==> src/rtl/ring_osc_pkg.sv <==
// Shared types and default sizing for the ring oscillator meter.
// Imported by the meter top and any tile logic that reads its state.
package ring_osc_pkg;

    typedef enum logic [1:0] {
        IDLE,
        WARMUP,
        GATE,
        DONE
    } rom_state_t;

    localparam int GATE_W_DEF      = 16;
    localparam int CNT_W_DEF       = 16;
    localparam int WARM_CYCLES_DEF = 4;

endpackage

==> src/rtl/sync_2ff.sv <==
// Single-bit two-flop synchroniser with synchronous clear.
// Used for every asynchronous input entering the tile clock domain.
module sync_2ff
    import ring_osc_pkg::*;
(
    input  logic clk,
    input  logic rst,
    input  logic d,
    output logic q
);

    logic meta;

    always_ff @(posedge clk) begin
        if (rst) begin
            meta <= 1'b0;
            q    <= 1'b0;
        end else begin
            meta <= d;
            q    <= meta;
        end
    end

endmodule

==> src/rtl/ring_osc_meter.sv <==
// Enables the ring oscillator, waits for it to settle, then counts its
// rising edges over a programmable window of system clocks.
module ring_osc_meter
    import ring_osc_pkg::*;
#(
    parameter int GATE_W      = GATE_W_DEF,
    parameter int CNT_W       = CNT_W_DEF,
    parameter int WARM_CYCLES = WARM_CYCLES_DEF
) (
    input  logic              clk,
    input  logic              rst,
    input  logic              start,
    input  logic [GATE_W-1:0] gate_cycles,
    input  logic              ro_in,
    output logic              ro_en,
    output logic              busy,
    output logic              done,
    output logic [CNT_W-1:0]  count,
    output logic              overflow
);

    localparam int WW = $clog2(WARM_CYCLES + 1);

    rom_state_t        state;
    rom_state_t        state_nx;
    logic [GATE_W-1:0] win;
    logic [GATE_W-1:0] gcnt;
    logic [WW-1:0]     warm;
    logic              ro_s;
    logic              ro_q;
    logic              ro_edge;

    sync_2ff u_sync (
        .clk (clk),
        .rst (rst),
        .d   (ro_in),
        .q   (ro_s)
    );

    assign ro_edge = ro_s & ~ro_q;

    always_ff @(posedge clk) begin
        if (rst) begin
            state <= IDLE;
        end else begin
            state <= state_nx;
        end
    end

    always_comb begin
        state_nx = state;
        ro_en    = 1'b0;
        busy     = 1'b1;
        done     = 1'b0;
        unique case (state)
            IDLE: begin
                busy = 1'b0;
                if (start) begin
                    state_nx = WARMUP;
                end
            end
            WARMUP: begin
                ro_en = 1'b1;
                if (warm == '0) begin
                    state_nx = (win == '0) ? DONE : GATE;
                end
            end
            GATE: begin
                ro_en = 1'b1;
                if (gcnt == GATE_W'(1)) begin
                    state_nx = DONE;
                end
            end
            DONE: begin
                done     = 1'b1;
                state_nx = IDLE;
            end
            default: begin
                state_nx = IDLE;
            end
        endcase
    end

    // Edge register runs in every state so the first gate cycle
    // compares against a real previous sample.
    always_ff @(posedge clk) begin
        if (rst) begin
            ro_q     <= 1'b0;
            win      <= '0;
            gcnt     <= '0;
            warm     <= '0;
            count    <= '0;
            overflow <= 1'b0;
        end else begin
            ro_q <= ro_s;
            unique case (state)
                IDLE: begin
                    if (start) begin
                        win      <= gate_cycles;
                        warm     <= WW'(WARM_CYCLES - 1);
                        count    <= '0;
                        overflow <= 1'b0;
                    end
                end
                WARMUP: begin
                    if (warm == '0) begin
                        gcnt <= win;
                    end else begin
                        warm <= warm - 1'b1;
                    end
                end
                GATE: begin
                    gcnt <= gcnt - 1'b1;
                    if (ro_edge) begin
                        if (&count) begin
                            overflow <= 1'b1;
                        end else begin
                            count <= count + 1'b1;
                        end
                    end
                end
                default: begin
                end
            endcase
        end
    end

endmodule

==> config.mk <==
export PLATFORM = sky130hd
export DESIGN_NAME = ring_osc_meter
export DESIGN_NICKNAME = d
export VERILOG_FILES = /design/src/rtl/ring_osc_pkg.sv /design/src/rtl/sync_2ff.sv /design/src/rtl/ring_osc_meter.sv
export SDC_FILE = /design/constraint.sdc
export NUM_CORES = 1
export LEC_CHECK = 0
export ABC_AREA = 1
export BUFFER_PORTS_ARGS = -buffer_cell sky130_fd_sc_hd__clkbuf_2
export CAP_MARGIN = 40
export CORE_ASPECT_RATIO = 1.4
export CORE_UTILIZATION = 46
export CTS_CLUSTER_SIZE = 20
export DETAILED_ROUTE_END_ITERATION = 6
export HOLD_SLACK_MARGIN = 0.06
export PLACE_DENSITY = 0.68
export SYNTH_ARGS = -nofsm -noshare
export SYNTH_HDL_FRONTEND = slang
export SYNTH_SLANG_ARGS = --single-unit
==> constraint.sdc <==
create_clock -name clk -period 1.6 [get_ports clk]
set_input_delay 0.16 -clock clk [delete_from_list [all_inputs] [get_ports clk]]
set_output_delay 0.16 -clock clk [all_outputs]
set_load 0.01 [all_outputs]
* After elaboration in Yosys (flattened, before gate mapping) *
Cells that the tools add are included.

cells by class
  bitwise gates (word level) = 2
  add/subtract/negate cells = 3
  reduce and logical (&&, ||, !) cells = 14
  eq/ne operators = 11
  muxes and demuxes = 21

operators by type and width
  kind                                                                    count
  16-bit two-way mux                                                      4
  16-bit one-hot mux with 2 select lines                                  2
  16-bit by 1-bit adder with 16-bit output, second input constant         1
  16-bit by 1-bit equality test with 1-bit output, second input constant  1
  16-bit zero test                                                        1
  16-bit AND reduction                                                    1
  16-bit by 1-bit subtractor with 16-bit output, second input constant    1
  2-bit != test, second input constant                                    7
  2-bit one-hot mux with 4 select lines                                   1
  4-bit AND reduction                                                     2
  1-bit two-way mux                                                       7
  2-bit two-way mux                                                       3
  3-bit two-way mux                                                       2
  3-bit one-hot mux with 2 select lines                                   1
  3-bit AND reduction                                                     2
  2-bit nonzero test                                                      3
  2-bit equality test, second input constant                              2
  2-bit AND reduction                                                     2
  3-bit zero test                                                         1
  3-bit by 1-bit subtractor with 3-bit output, second input constant      1
  2-bit by 1-bit equality test with 1-bit output, second input constant   1
  2-bit zero test                                                         1
  1-bit one-hot mux with 2 select lines                                   1
  2-bit OR reduction                                                      1
  other kinds (2)                                                         2

word-level totals
  input port bits = 20
  register bits = 57

* Depth between registers and ports, before layout *
  word-level depth = 4
  gate-level depth with buffers = 12
  depth with buffers taken out = 11

* Modules after synthesis *
Synthesis repeated with hierarchy kept, for this count alone.

second synthesis, totals
  cells, all modules = 484
  area, all modules = 3144.3 µm²

by module, submodules not included
  module          instances  cells each  area each (µm²)  sequential area each (µm²)
  ring_osc_meter  1          478         3089.2           1101.1
  sync_2ff        1          6           55.1             40.0

* Worst setup path after synthesis *
OpenSTA, ideal clock, no wires.

  kind = flip-flop to flip-flop
  start = reg state[0]
  end = reg count[10]
  cell stages (with the launch flop) = 11
  arrival = 1.485 ns
  library setup time = 0.113 ns
  required time = 1.487 ns
  buffers on the path = 1
  path slack = 0.002 ns
  path through = dfxtp_1 inv_1 ha_1 buf_4 inv_2 o21ai_1 nand2_1 a21oi_2 nand2_1 nor2_1 nor2_1

between the ends
  cells in the longest elaborated chain, start to end = 3

ends and longest elaborated chain
  element                                                                      RTL line               text
  start: declaration                                                           ring_osc_meter.sv:24   rom_state_t state;
  start signal: assignment                                                     ring_osc_meter.sv:46   state <= state_nx;
  2-bit equality test / 2-bit zero test (equally long branches)                ring_osc_meter.sv:96   unique case (state)
  2-bit != test (no source line) / 2-bit nonzero test (equally long branches)  n/a
  4-bit AND reduction (no source line)                                         n/a
  end signal: assignment                                                       ring_osc_meter.sv:118  count <= count + 1'b1;
  end: declaration                                                             ring_osc_meter.sv:18   output logic [CNT_W-1:0] count,

Several ways; a longest one is shown, not always the timed one.
A chain may end at the register's enable or synchronous reset.

* Final worst setup path *
  start = reg count[8]
  end = reg count[11]

between the ends
  cells in the longest elaborated chain, start to end = 4

ends and longest elaborated chain
  element                                   RTL line               text
  16-bit by 1-bit adder with 16-bit output  ring_osc_meter.sv:118
  16-bit two-way mux                        ring_osc_meter.sv:115  if (&count) begin
  16-bit two-way mux                        ring_osc_meter.sv:114  if (ro_edge) begin
  16-bit one-hot mux with 2 select lines    ring_osc_meter.sv:96

Several ways; a longest one is shown, not always the timed one. The select of a mux whose other input is x is not followed.

==> metrics.md <==
| Metric | Value |
|---|---|
| Final slew viol count | `0` |
| Xor/xnor cell area share of the yosys netlist | `around 1.1%` |
| Crit path time final | `around 1500 ps` |
| Root Driver | `clkbuf_8` |
| Compound-Gate Fraction of Synth Area | `about 16%` |
| Outcome | `finished, final reports clean` |
| Ant diodes | `0` |
| P&R area growth vs syn | `24.5%` |
| Worst hold path type | `primary input to flop` |
| Commonest cells after routing, fill and taps aside | `107 x nand2_1, 76 x nor2_1, 53 x dfxtp_1` |
| Later-pin clock latency in the skew report | `approximately 350 ps` |
| Area share of fa/ha/maj cells after synthesis | `under 10%` |
| Period utilisation layout | `a little over nine tenths` |
| Synth Flop Type | `dfxtp_1` |
| PnR worst setup slack | `around 58 ps` |
| Multiplexer share of the synthesized area | `0%` |
| H-tree Lvls | `3` |
| CP Class | `flop to flop` |
| Filler cell count | `about 640` |
| Post-Syn Area | `0.00312 mm^2` |
| Avg Cell Area, Syn | `between 6 and 7 um^2` |
| DP Cell Count | `a little under 600` |
| Final #Nets | `around 570` |
| Most common cell after layout, fill and taps aside | `nand2_1` |
| Crit path max-delay family | `simple AND/OR/NAND/NOR gates` |
| Critical Path AT | `about 1800 ps` |
| Cts bufs inserted | `9` |
| Max Clk Rate | `between 600 and 700 MHz` |
| Max cap viols | `0` |
| Sink Count | `between 50 and 60` |
| Critical-path top delay cell | `dfxtp_1` |
| Reg clk slew, reported paths | `~70 ps` |
| Die footprint | `just over 0.007 mm^2` |
| Nature of the critical path startpoint | `flop` |
| Synth warn | `0` |
| Post-route ant nets | `0` |
| Final Skew | `between 10 and 15 ps` |
| Initial drt markers | `roughly 160` |
| Total GRT Usage | `24.0%` |
| Vias | `between 3k and 4k` |
| Critical Path RT | `approximately 1900 ps` |
| WL/cell | `between 10 and 15 um` |
| Worst Path Max Fanout | `4` |
| Vias/cell | `roughly 5.3` |
| CP cell instances | `nand2_1 > nor2_2 > nand2_2 > nor2_8 > a21oi_4 > buf_4 > nand2_1 > nand2_1 > nand2_1 > nor2_1` |
| Final Hold Vio Count | `0` |
| Worst slew margin | `between 60% and 70%` |
| CP dominant cell by count | `nand2_1` |
| Share of cells above drive strength 1 | `21.8%` |
| Overflow after GRT | `0` |
| Max VDD drop | `0.00101 V` |
| Power per cell area | `roughly 1800 mW/mm^2` |
| Worst path bufs/invs | `1` |
| WL final | `8.31 mm` |
| Num ports | `40` |
| DR DRC count | `0` |
| DP HPWL | `5.82 mm` |
| Crit end category | `flop` |
| Die Wd | `~72 um` |
| Simple-gate portion of the synthesized area | `around 34%` |
| #FFs+latches synth | `57` |
| Leak Pwr | `1.71 nW` |
| Die H | `99.4 um` |
| Placement Setup Slack | `-40.1 ps` |
| Final setup vio count | `0` |
| Clk buf depth | `2` |
| Post-Syn Instances | `approximately 480` |
| CTS tree | `built` |
| Final GP Congestion | `between 0.8 and 0.9` |
| CP peak stage delay | `between 300 and 400 ps` |
| Initial antenna violation count | `0` |
| Total Neg Setup Slack | `0 ps` |
| Finished Layout Cells | `between 600 and 700` |
| Post-synthesis sequential area ratio | `between 30% and 40%` |
| Vias in the first global route | `3017` |
| Ys async rst share | `0%` |
| Largest net degree at the start of global routing | `24` |
| Slew @ Worst Pin | `around 540 ps` |
| Input/output buffers | `39` |
| Global-route wire length before repair | `approximately 13 mm` |
| Post-synth EDFFs | `0` |
| Core area | `0.00657 mm^2` |
| TritonRoute pass-1 iters | `4` |
| Post-synth net total | `slightly above 500` |
| Std cell rows | `35` |
| Post-synth cell types | `34` |
| Main combinational cell family by area after synthesis | `simple AND/OR/NAND/NOR gates` |
| Initial Util | `47.5%` |
-- state kept, by name, summed over array words and instances (netlist names) --
| signal | count |
|---|---|
| count | 16 |
| ro_q | 1 |
| win | 16 |
| overflow | 1 |
| u_sync.meta | 1 |
| u_sync.q | 1 |
| state | 2 |
| warm | 3 |
| gcnt | 16 |
-- cells in the mapped netlist (2+ instances only) --
master | instances | share of area [%]
nor2_4 | 2 | 0.72
nor2_1 | 79 | 9.5
or2_2 | 2 | 0.40
inv_1 | 51 | 6.1
dfxtp_1 | 57 | 37
nand2_1 | 109 | 13
nor3_1 | 8 | 1.3
o21bai_1 | 3 | 0.72
xor2_1 | 3 | 0.84
nand2_4 | 3 | 1.1
o21ai_0 | 34 | 5.5
buf_2 | 2 | 0.32
ha_1 | 9 | 3.6
nand4_1 | 7 | 1.4
a21oi_2 | 4 | 1.1
buf_1 | 2 | 0.24
a31oi_1 | 3 | 0.60
inv_2 | 3 | 0.36
nand2_2 | 2 | 0.40
a21oi_1 | 40 | 6.4
o21ai_1 | 2 | 0.32
nand3b_1 | 2 | 0.48
nand3_1 | 29 | 4.7
clkbuf_1 | 10 | 1.2
-- metal layers --
layer / wire (um) / vias up / part of all wire (%) / track usage (%)
met3: 333 / 16 / 4.0 / 5.17
met1: 3310 / 1504 / 40 / 24.7
met4: 172 / 0 / 2.1 / 10.3
met2: 4490 / 77 / 54 / 45.7
li1: - / 1662 / - / -
met5: 0 / - / 0 / 0
-- final cells by class --
type	instances	area, um^2	area share, %
multi-input cells	350	1800	46.5
repair buffers	68	422	10.9
inverters	54	208	5.35
clock buffers	10	138	3.54
flip-flops and latches	57	1150	29.6
well taps	74	92.6	2.38
clock inverters	6	67.6	1.74
-- tightest hold or removal path: stages --
cell and delay, ps:
clkbuf_2 70, o21ai_0 70, a21oi_1 100
-- final timing paths --
path                                      from  cells after the start         to  slack, ps
worst min register to register     u_sync.meta                      2   u_sync.q        430
worst min-delay path            gate_cycles[0]                      3     win[0]         90
worst max-delay path                  count[8]                     10  count[11]         60
worst max register to register        count[8]                     10  count[11]         60
-- kinds of logic (layout without fill, tap and decap cells) --
logic type,count (synthesis),count (layout)
xor gates and xnor gates,4,4
adders and majority gates,9,9
and+or+nand+nor,246,247
DFF,57,57
buffers and inverters,70,138
AOI/OAI and AO/OA,90,90
-- metrics by stage --
stage / cell area, um^2 / util [%] / hold slack, ps / power (mW)
after floorplan: 3120 / - / 267 / 4.43
after global placement: 3510 / 53.4 / 354 / 5.27
after CTS: 3760 / 57.2 / 80.6 / 6.80
final: 3880 / 59.1 / 91.5 / 7.10
after global routing: 3880 / 59.1 / 101 / 7.71
after detailed placement: 3510 / 53.4 / 375 / 5.35
-- what timing repair did --
item / in CTS / in global routing
setup endpoints to repair: 14 / 36
setup buffers: 0 / 3
gates cloned: 0 / 1
pin swaps: 0 / 5
hold endpoints to repair: 2 / 0
hold buffers: 2 / 0
resized for setup: 4 / 27
-- power by group --
| group | leakage (nW) | internal [mW] | total, mW | switching (mW) |
|---|---|---|---|---|
| clock | 0.0985 | 0.762 | 1.38 | 0.620 |
| sequential | 0.468 | 1.72 | 1.95 | 0.226 |
| combinational | 1.14 | 1.40 | 3.77 | 2.37 |
Note: power is estimated with default switching activity, not from simulation.
